$ cat config.mk
export PLATFORM = sky130hd
export DESIGN_NAME = pwm_capture
export DESIGN_NICKNAME = d
export VERILOG_FILES = /design/src/rtl/pwm_capture.sv
export SDC_FILE = /design/constraint.sdc
export NUM_CORES = 1
export LEC_CHECK = 0
export CORE_MARGIN = 2
export CORE_UTILIZATION = 45
export DETAILED_ROUTE_END_ITERATION = 6
export DONT_BUFFER_PORTS = 1
export GPL_ROUTABILITY_DRIVEN = 0
export GPL_TIMING_DRIVEN = 0
export PLACE_DENSITY = 0.66
export SLEW_MARGIN = 25
export SYNTH_ARGS = -nofsm -noshare
export SYNTH_HDL_FRONTEND = slang
export SYNTH_SLANG_ARGS = --single-unit
$ cat constraint.sdc
create_clock -name clk_i -period 2.2 [get_ports clk_i]
set_input_delay 0.44 -clock clk_i [delete_from_list [all_inputs] [get_ports clk_i]]
set_output_delay 0.44 -clock clk_i [all_outputs]
set_load 0.03 [all_outputs]
$ cat src/rtl/pwm_capture.sv
// PWM capture: synchronises an asynchronous PWM input and measures its high time and
// period in clock cycles, reporting one duty/period pair per completed period.
module pwm_capture #(
    parameter int CNT_W   = 12,
    parameter int TIMEOUT = (1 << CNT_W) - 1
) (
    input  logic             clk_i,
    input  logic             reset_i,
    input  logic             enable_i,
    input  logic             pwm_i,
    output logic [CNT_W-1:0] duty_o,
    output logic [CNT_W-1:0] period_o,
    output logic             valid_o,
    output logic             timeout_o,
    output logic             level_o
);

    localparam logic [CNT_W-1:0] TIMEOUT_C = CNT_W'(TIMEOUT);
    localparam logic [CNT_W-1:0] CNT_ONE   = CNT_W'(1);
    localparam logic [CNT_W-1:0] CNT_MAX   = {CNT_W{1'b1}};

    typedef enum logic [1:0] {
        IDLE,
        HIGH,
        LOW
    } state_t;

    logic [1:0]       sync_reg;
    logic             s_d_reg;
    logic             rise_reg;
    logic             fall_reg;

    state_t           state_reg,   state_next;
    logic [CNT_W-1:0] per_cnt_reg, per_cnt_next;
    logic [CNT_W-1:0] hi_cnt_reg,  hi_cnt_next;
    logic [CNT_W-1:0] duty_reg,    duty_next;
    logic [CNT_W-1:0] period_reg,  period_next;
    logic             valid_reg,   valid_next;
    logic             timeout_reg, timeout_next;

    logic [CNT_W-1:0] per_inc;
    logic [CNT_W-1:0] hi_inc;
    logic             expired;

    // Two synchroniser flops, then a registered edge detector (3 cycles pin to edge).
    always_ff @(posedge clk_i) begin
        if (reset_i) begin
            sync_reg <= 2'b00;
            s_d_reg  <= 1'b0;
            rise_reg <= 1'b0;
            fall_reg <= 1'b0;
        end else begin
            sync_reg <= {sync_reg[0], pwm_i};
            s_d_reg  <= sync_reg[1];
            rise_reg <= sync_reg[1] & ~s_d_reg;
            fall_reg <= ~sync_reg[1] & s_d_reg;
        end
    end

    always_ff @(posedge clk_i) begin
        if (reset_i) begin
            state_reg   <= IDLE;
            per_cnt_reg <= '0;
            hi_cnt_reg  <= '0;
            duty_reg    <= '0;
            period_reg  <= '0;
            valid_reg   <= 1'b0;
            timeout_reg <= 1'b0;
        end else begin
            state_reg   <= state_next;
            per_cnt_reg <= per_cnt_next;
            hi_cnt_reg  <= hi_cnt_next;
            duty_reg    <= duty_next;
            period_reg  <= period_next;
            valid_reg   <= valid_next;
            timeout_reg <= timeout_next;
        end
    end

    // Counters stick at all-ones instead of wrapping.
    assign per_inc = (per_cnt_reg == CNT_MAX) ? per_cnt_reg : per_cnt_reg + CNT_ONE;
    assign hi_inc  = (hi_cnt_reg == CNT_MAX) ? hi_cnt_reg : hi_cnt_reg + CNT_ONE;
    assign expired = (per_cnt_reg == TIMEOUT_C);

    always_comb begin
        state_next   = state_reg;
        per_cnt_next = per_cnt_reg;
        hi_cnt_next  = hi_cnt_reg;
        duty_next    = duty_reg;
        period_next  = period_reg;
        valid_next   = 1'b0;
        timeout_next = timeout_reg;

        if (!enable_i) begin
            state_next   = IDLE;
            per_cnt_next = '0;
            hi_cnt_next  = '0;
        end else begin
            case (state_reg)
                IDLE: begin
                    if (rise_reg) begin
                        state_next   = HIGH;
                        per_cnt_next = CNT_ONE;
                        hi_cnt_next  = CNT_ONE;
                    end
                end
                HIGH: begin
                    if (expired) begin
                        state_next   = IDLE;
                        timeout_next = 1'b1;
                        per_cnt_next = '0;
                        hi_cnt_next  = '0;
                    end else if (fall_reg) begin
                        state_next   = LOW;
                        per_cnt_next = per_inc;
                    end else begin
                        per_cnt_next = per_inc;
                        hi_cnt_next  = hi_inc;
                    end
                end
                LOW: begin
                    // A rise coinciding with the timeout count still completes the period.
                    if (rise_reg) begin
                        state_next   = HIGH;
                        period_next  = per_cnt_reg;
                        duty_next    = hi_cnt_reg;
                        valid_next   = 1'b1;
                        timeout_next = 1'b0;
                        per_cnt_next = CNT_ONE;
                        hi_cnt_next  = CNT_ONE;
                    end else if (expired) begin
                        state_next   = IDLE;
                        timeout_next = 1'b1;
                        per_cnt_next = '0;
                        hi_cnt_next  = '0;
                    end else begin
                        per_cnt_next = per_inc;
                    end
                end
                default: begin
                    state_next   = IDLE;
                    per_cnt_next = '0;
                    hi_cnt_next  = '0;
                end
            endcase
        end
    end

    assign duty_o    = duty_reg;
    assign period_o  = period_reg;
    assign valid_o   = valid_reg;
    assign timeout_o = timeout_reg;
    assign level_o   = sync_reg[1];

endmodule

Word-level counts from Yosys, hierarchy flattened --
Index checks and enable logic that the tools add are counted. W data, S select, Z words.
Storage, ports and cells: register bits 57, bits of input ports 4, output and inout bits 27, word-level logic and storage cells 56
Cells by class: add/sub/neg operators 2, eq/ne operators 9, muxes and demuxes 20, bitwise operators 6, reductions and logical operators 8
Operators with widths (number):
- $mux W12 | 8
- $pmux W12 S3 | 2
- $add A12 B1 Y12 const B | 2
- $eq A12 B12 Y1 const B | 2
- $ne A3 B3 Y1 const B | 4
- $mux W2 | 5
- $pmux W2 S3 | 1
- $reduce_and A3 Y1 | 2
- $not A1 Y1 | 4
- $reduce_and A4 Y1 | 1
- $mux W1 | 3
- $reduce_or A3 Y1 | 1
- $and A1 B1 Y1 | 2
- $eq A2 B1 Y1 const B | 1
- $eq A2 B2 Y1 const B | 1
- $logic_not A2 Y1 | 1
- $ne A2 B2 Y1 const B | 1
- $pmux W1 S2 | 1
- $reduce_and A2 Y1 | 1
- $reduce_bool A2 Y1 | 1
- $reduce_or A2 Y1 | 1

Logic depth before layout (Yosys ltp) --
Gate-level depths: netlist of run 1.
depth after elaboration 5, depth in mapped cells 8, depth with buffers taken out 7

Worst setup path before layout of run 1 --
No wires, ideal clock.
path type flip-flop to flip-flop, start point register per_cnt_reg[0], end point register per_cnt_reg[4], setup time 117 ps, data arrival time 1777 ps, required time 2083 ps, setup slack 306 ps, cell stages (with the launch flop) 8, path buffers 1, clock period less this slack 1894 ps, path through dfxtp_1 ha_1 nand3_4 nor3_1 or3_1 buf_4 o21ai_0 a22o_1
On the way: word-level cells in the longest chain between the ends 4, elaborated cells between the ends (all ways) 5, those cells by class add/sub (1); eq/ne (1); mux (3)
Ends and longest elaborated chain:
- start, declared | RTL line 34 | logic [CNT_W-1:0] per_cnt_reg, per_cnt_next;
- start signal, assigned | RTL line 71 | per_cnt_reg <= per_cnt_next;
- $add A12 B1 Y12 or $eq A12 B12 Y1 (tied branches) | RTL line 81, 83
- $mux W12 (*) | RTL line 108 | if (expired) begin
- $mux W12 | RTL line 123 | if (rise_reg) begin
- $pmux W12 S3 (*) | RTL line 99 | case (state_reg)
Every way passes the cells marked *; elsewhere a longest branch is shown, timed or not. A chain may end at the register's enable or synchronous reset.

Worst setup path after layout of run 1 --
start point register per_cnt_reg[0], end point register hi_cnt_reg[3]
On the way: word-level cells in the longest chain between the ends 3, elaborated cells between the ends (all ways) 7, those cells by class eq/ne (4); mux (2); reduce/logical (1)
Ends and longest elaborated chain:
- $eq A12 B12 Y1 (*) | RTL line 83 | assign expired = (per_cnt_reg == TIMEOUT_C);
- $ne A3 B3 Y1 (no source line) or $mux W12 (tied branches)
- $reduce_and A4 Y1 (no source line) or $pmux W12 S3 (tied branches)
- end signal, assigned | RTL line 72 | hi_cnt_reg <= hi_cnt_next;
- end, declared | RTL line 35 | logic [CNT_W-1:0] hi_cnt_reg, hi_cnt_next;
Marked as above.

==> results of run 1 <==
where the power goes:
part	total, mW	internal, mW	switching [mW]
sequential	1.04	1.04	0.00524
clock	0.971	0.549	0.422
combinational	0.0565	0.0186	0.0379
total	2.07	1.60	0.465
critical path, stage by stage (launching register included):
cell and delay [ns]:
dfxtp_1 0.43, ha_1 0.27, nand3_4 0.16, o31ai_4 0.31, o22ai_2 0.14, buf_6 0.16
buf_4 0.17, o21ai_0 0.17, a21oi_1 0.08
final timing paths:
| check | cells after the start | slack, ns | to |
|---|---|---|---|
| worst max-delay path | 8 | 0.18 | hi_cnt_reg[3]$_SDFFE_PP0P_ |
| worst min-delay path | 1 | 0.18 | s_d_reg$_SDFF_PP0_ |
| worst max register to register | 8 | 0.18 | hi_cnt_reg[3]$_SDFFE_PP0P_ |
| worst min register to register | 1 | 0.40 | rise_reg$_SDFF_PP0_ |
cell families (layout without fill, tap and decap cells):
logic type | count (synthesis) | count (layout)
adder cells (fa/ha/maj) | 6 | 6
AND/OR/NAND/NOR | 134 | 134
AO/OA/AOI/OAI | 81 | 81
flip-flops | 57 | 57
buffers and inverters | 21 | 40
XOR/XNOR | 3 | 3
multiplexers | 2 | 2
repair_timing:
action	CTS	global route
endpoints found under the hold margin	0	0
endpoints found under the setup margin	6	16
resized for setup	2	2
pin swaps	0	3
setup buffers	0	3
cloned	0	0
layer usage:
metal / vias to the layer above / GRT usage
met1: 980 / 0.251
li1: 1096 / -
met5: - / 0
met2: 47 / 0.273
met4: 0 / 0.0895
met3: 8 / 0.0602
synth_stat cells (2+ instances only):
master,count,area share
a21oi_1,38,0.076
ha_1,6,0.030
nand2b_1,2,0.0050
o21ai_1,2,0.0040
nor2_1,20,0.030
nand3_1,11,0.022
xor2_1,2,0.0070
mux2i_1,2,0.0080
buf_4,2,0.0060
nor3_1,6,0.012
a211oi_1,2,0.0060
inv_1,8,0.012
a21o_1,2,0.0060
nand4_1,3,0.0075
a22o_1,3,0.010
clkbuf_1,10,0.015
a22oi_1,2,0.0060
nor2b_1,9,0.022
dfxtp_1,57,0.45
and3_1,3,0.0075
or3_1,12,0.030
o21ai_0,19,0.038
nor3b_1,3,0.0090
nand2_1,60,0.090
layout make-up:
| class | count | area [µm²] |
|---|---|---|
| Sequential cell | 57 | 1140 |
| Tap cell | 72 | 90.1 |
| Multi-Input combinational cell | 226 | 1300 |
| Clock inverter | 5 | 55.1 |
| Timing Repair Buffer | 3 | 22.5 |
| Fill cell | 551 | 2600 |
| Inverter | 8 | 30.0 |
| Buffer | 13 | 63.8 |
| Clock buffer | 11 | 141 |
stage by stage:
step,setup TNS (ns),total power [mW],utilization
floorplan,0,1.11,-
global placement,-0.178,1.12,0.479
detailed placement,-0.211,1.12,0.479
CTS,0,2.09,0.517
global route,0,2.15,0.522
finish,0,2.07,0.522
==> reports/metrics.yaml, run 1 <==
setup_viol: 0
fp.dieW_um: 78.8
wirelength_um: 5360
finalWorstSetupSlack_ns: 0.178
cap_violations: 0
grt-ovfl-total: 0
synth_mux_area_frac: 0.00796
vias: 2131
io_pins: 31
synth_edf_count: 0
dr_wl_met2_um: 2270
diodes: 0
grt_antenna_before_repair: 0
synth-compound-area-share: 0.198
post-route-period-util: 0.919
ys_types: 44
yosys_warnings: 0
min_from: "reset_i"
synth_xor_area_frac: 0.0104
relSlewSlack: 0.615
clock.fmax_mhz: 494
clockBufferDepth: 2
dpl-instance-area_mm2: 0.00261
die_area_mm2: 0.00621
synth_fa_ha_area_frac: 0.0298
drive_above_1_share: 0.0960
period_needed_ns: 2.02
synth_ff_type: "dfxtp_1"
rr_startpoint: "per_cnt_reg[0]$_SDFFE_PP0P_"
crit_type: "register to register"
final-instance-count-excl-fill: 395
pre_cts_ws_ns: -0.0566
slew_viol_final: 0
die_height_um: 78.8
leakage_nw: 0.977
power_density_mw_per_mm2: 728
start_kind: "register"
syn-num-nets: 314
io_buffer_count: 0
fin_nets: 328
synth_top_family_by_area: "simple AND/OR/NAND/NOR gates"
root_buffer: "clkbuf_8"
seq_area_frac_synth: 0.454
syn_to_final_growth_pct: 12.9
cts_tree: "built"
wire_per_inst_um: 13.6
clk_pin_slew_ns: 0.07
synth_area_mm2: 0.00252
insertion_delay_ns: 0.34
cts.sinks: 57
synthSimpleGateAreaFrac: 0.263
drcViolationCount: 0
grt.total_usage: 0.187
ctsHoldBuffers: 0
topRoutingLayerUsed: "met4"
hold_class: "primary input to register"
final_cell_mix: "nand2_1 (60), dfxtp_1 (56), a21oi_1 (38)"
finish.instance_area_mm2: 0.00284
startpoint: "per_cnt_reg[0]$_SDFFE_PP0P_"
rows: 27
endpoint_kind: "register"
ir_drop_v: 0.000418
cp.required_ns: 2.41
cts-buffers-inserted: 9
wl_met1_um: 2640
postRouteAntennaNets: 0
ys_ff_latch: 57
synthesis.instances: 304
core_mm2: 0.00544
rsz0062_at_grt: "false"
hpwl_um: 3750
worstMarginPinSlew_ns: 0.573
first_pass_iters: 4
vias_per_cell: 5.39
drt_iter0_drc: 115
dr_wl_met3_um: 373
worstPathMaxFanout: 10
synth_area_per_cell_um2: 8.28
first_global_vias: 1975
finalHoldViolCount: 0
placed_cells: 376
hold-worst-slack_ns: 0.181
initial_core_util: 0.463
skew_ns: 0.00853
synthArstFlopShare: 0
grt_max_degree: 11
grt_pass1_wl_um: 9140
arrival_ns: 2.23
cts.htree.levels: 3
final_common_cell: "nand2_1"
status: "complete, no violations"
Note: power is estimated with default switching activity, not from simulation.
==> inputs of run 2 (changes only) <==
--- a/config.mk
+++ b/config.mk
@@ -12,7 +12,7 @@
 export GPL_ROUTABILITY_DRIVEN = 0
 export GPL_TIMING_DRIVEN = 0
 export PLACE_DENSITY = 0.66
-export SLEW_MARGIN = 25
+export SLEW_MARGIN = 5
 export SYNTH_ARGS = -nofsm -noshare
 export SYNTH_HDL_FRONTEND = slang
 export SYNTH_SLANG_ARGS = --single-unit
==> results of run 2 <==
The final DEF is identical to that of run 1; final timing and power are the same.
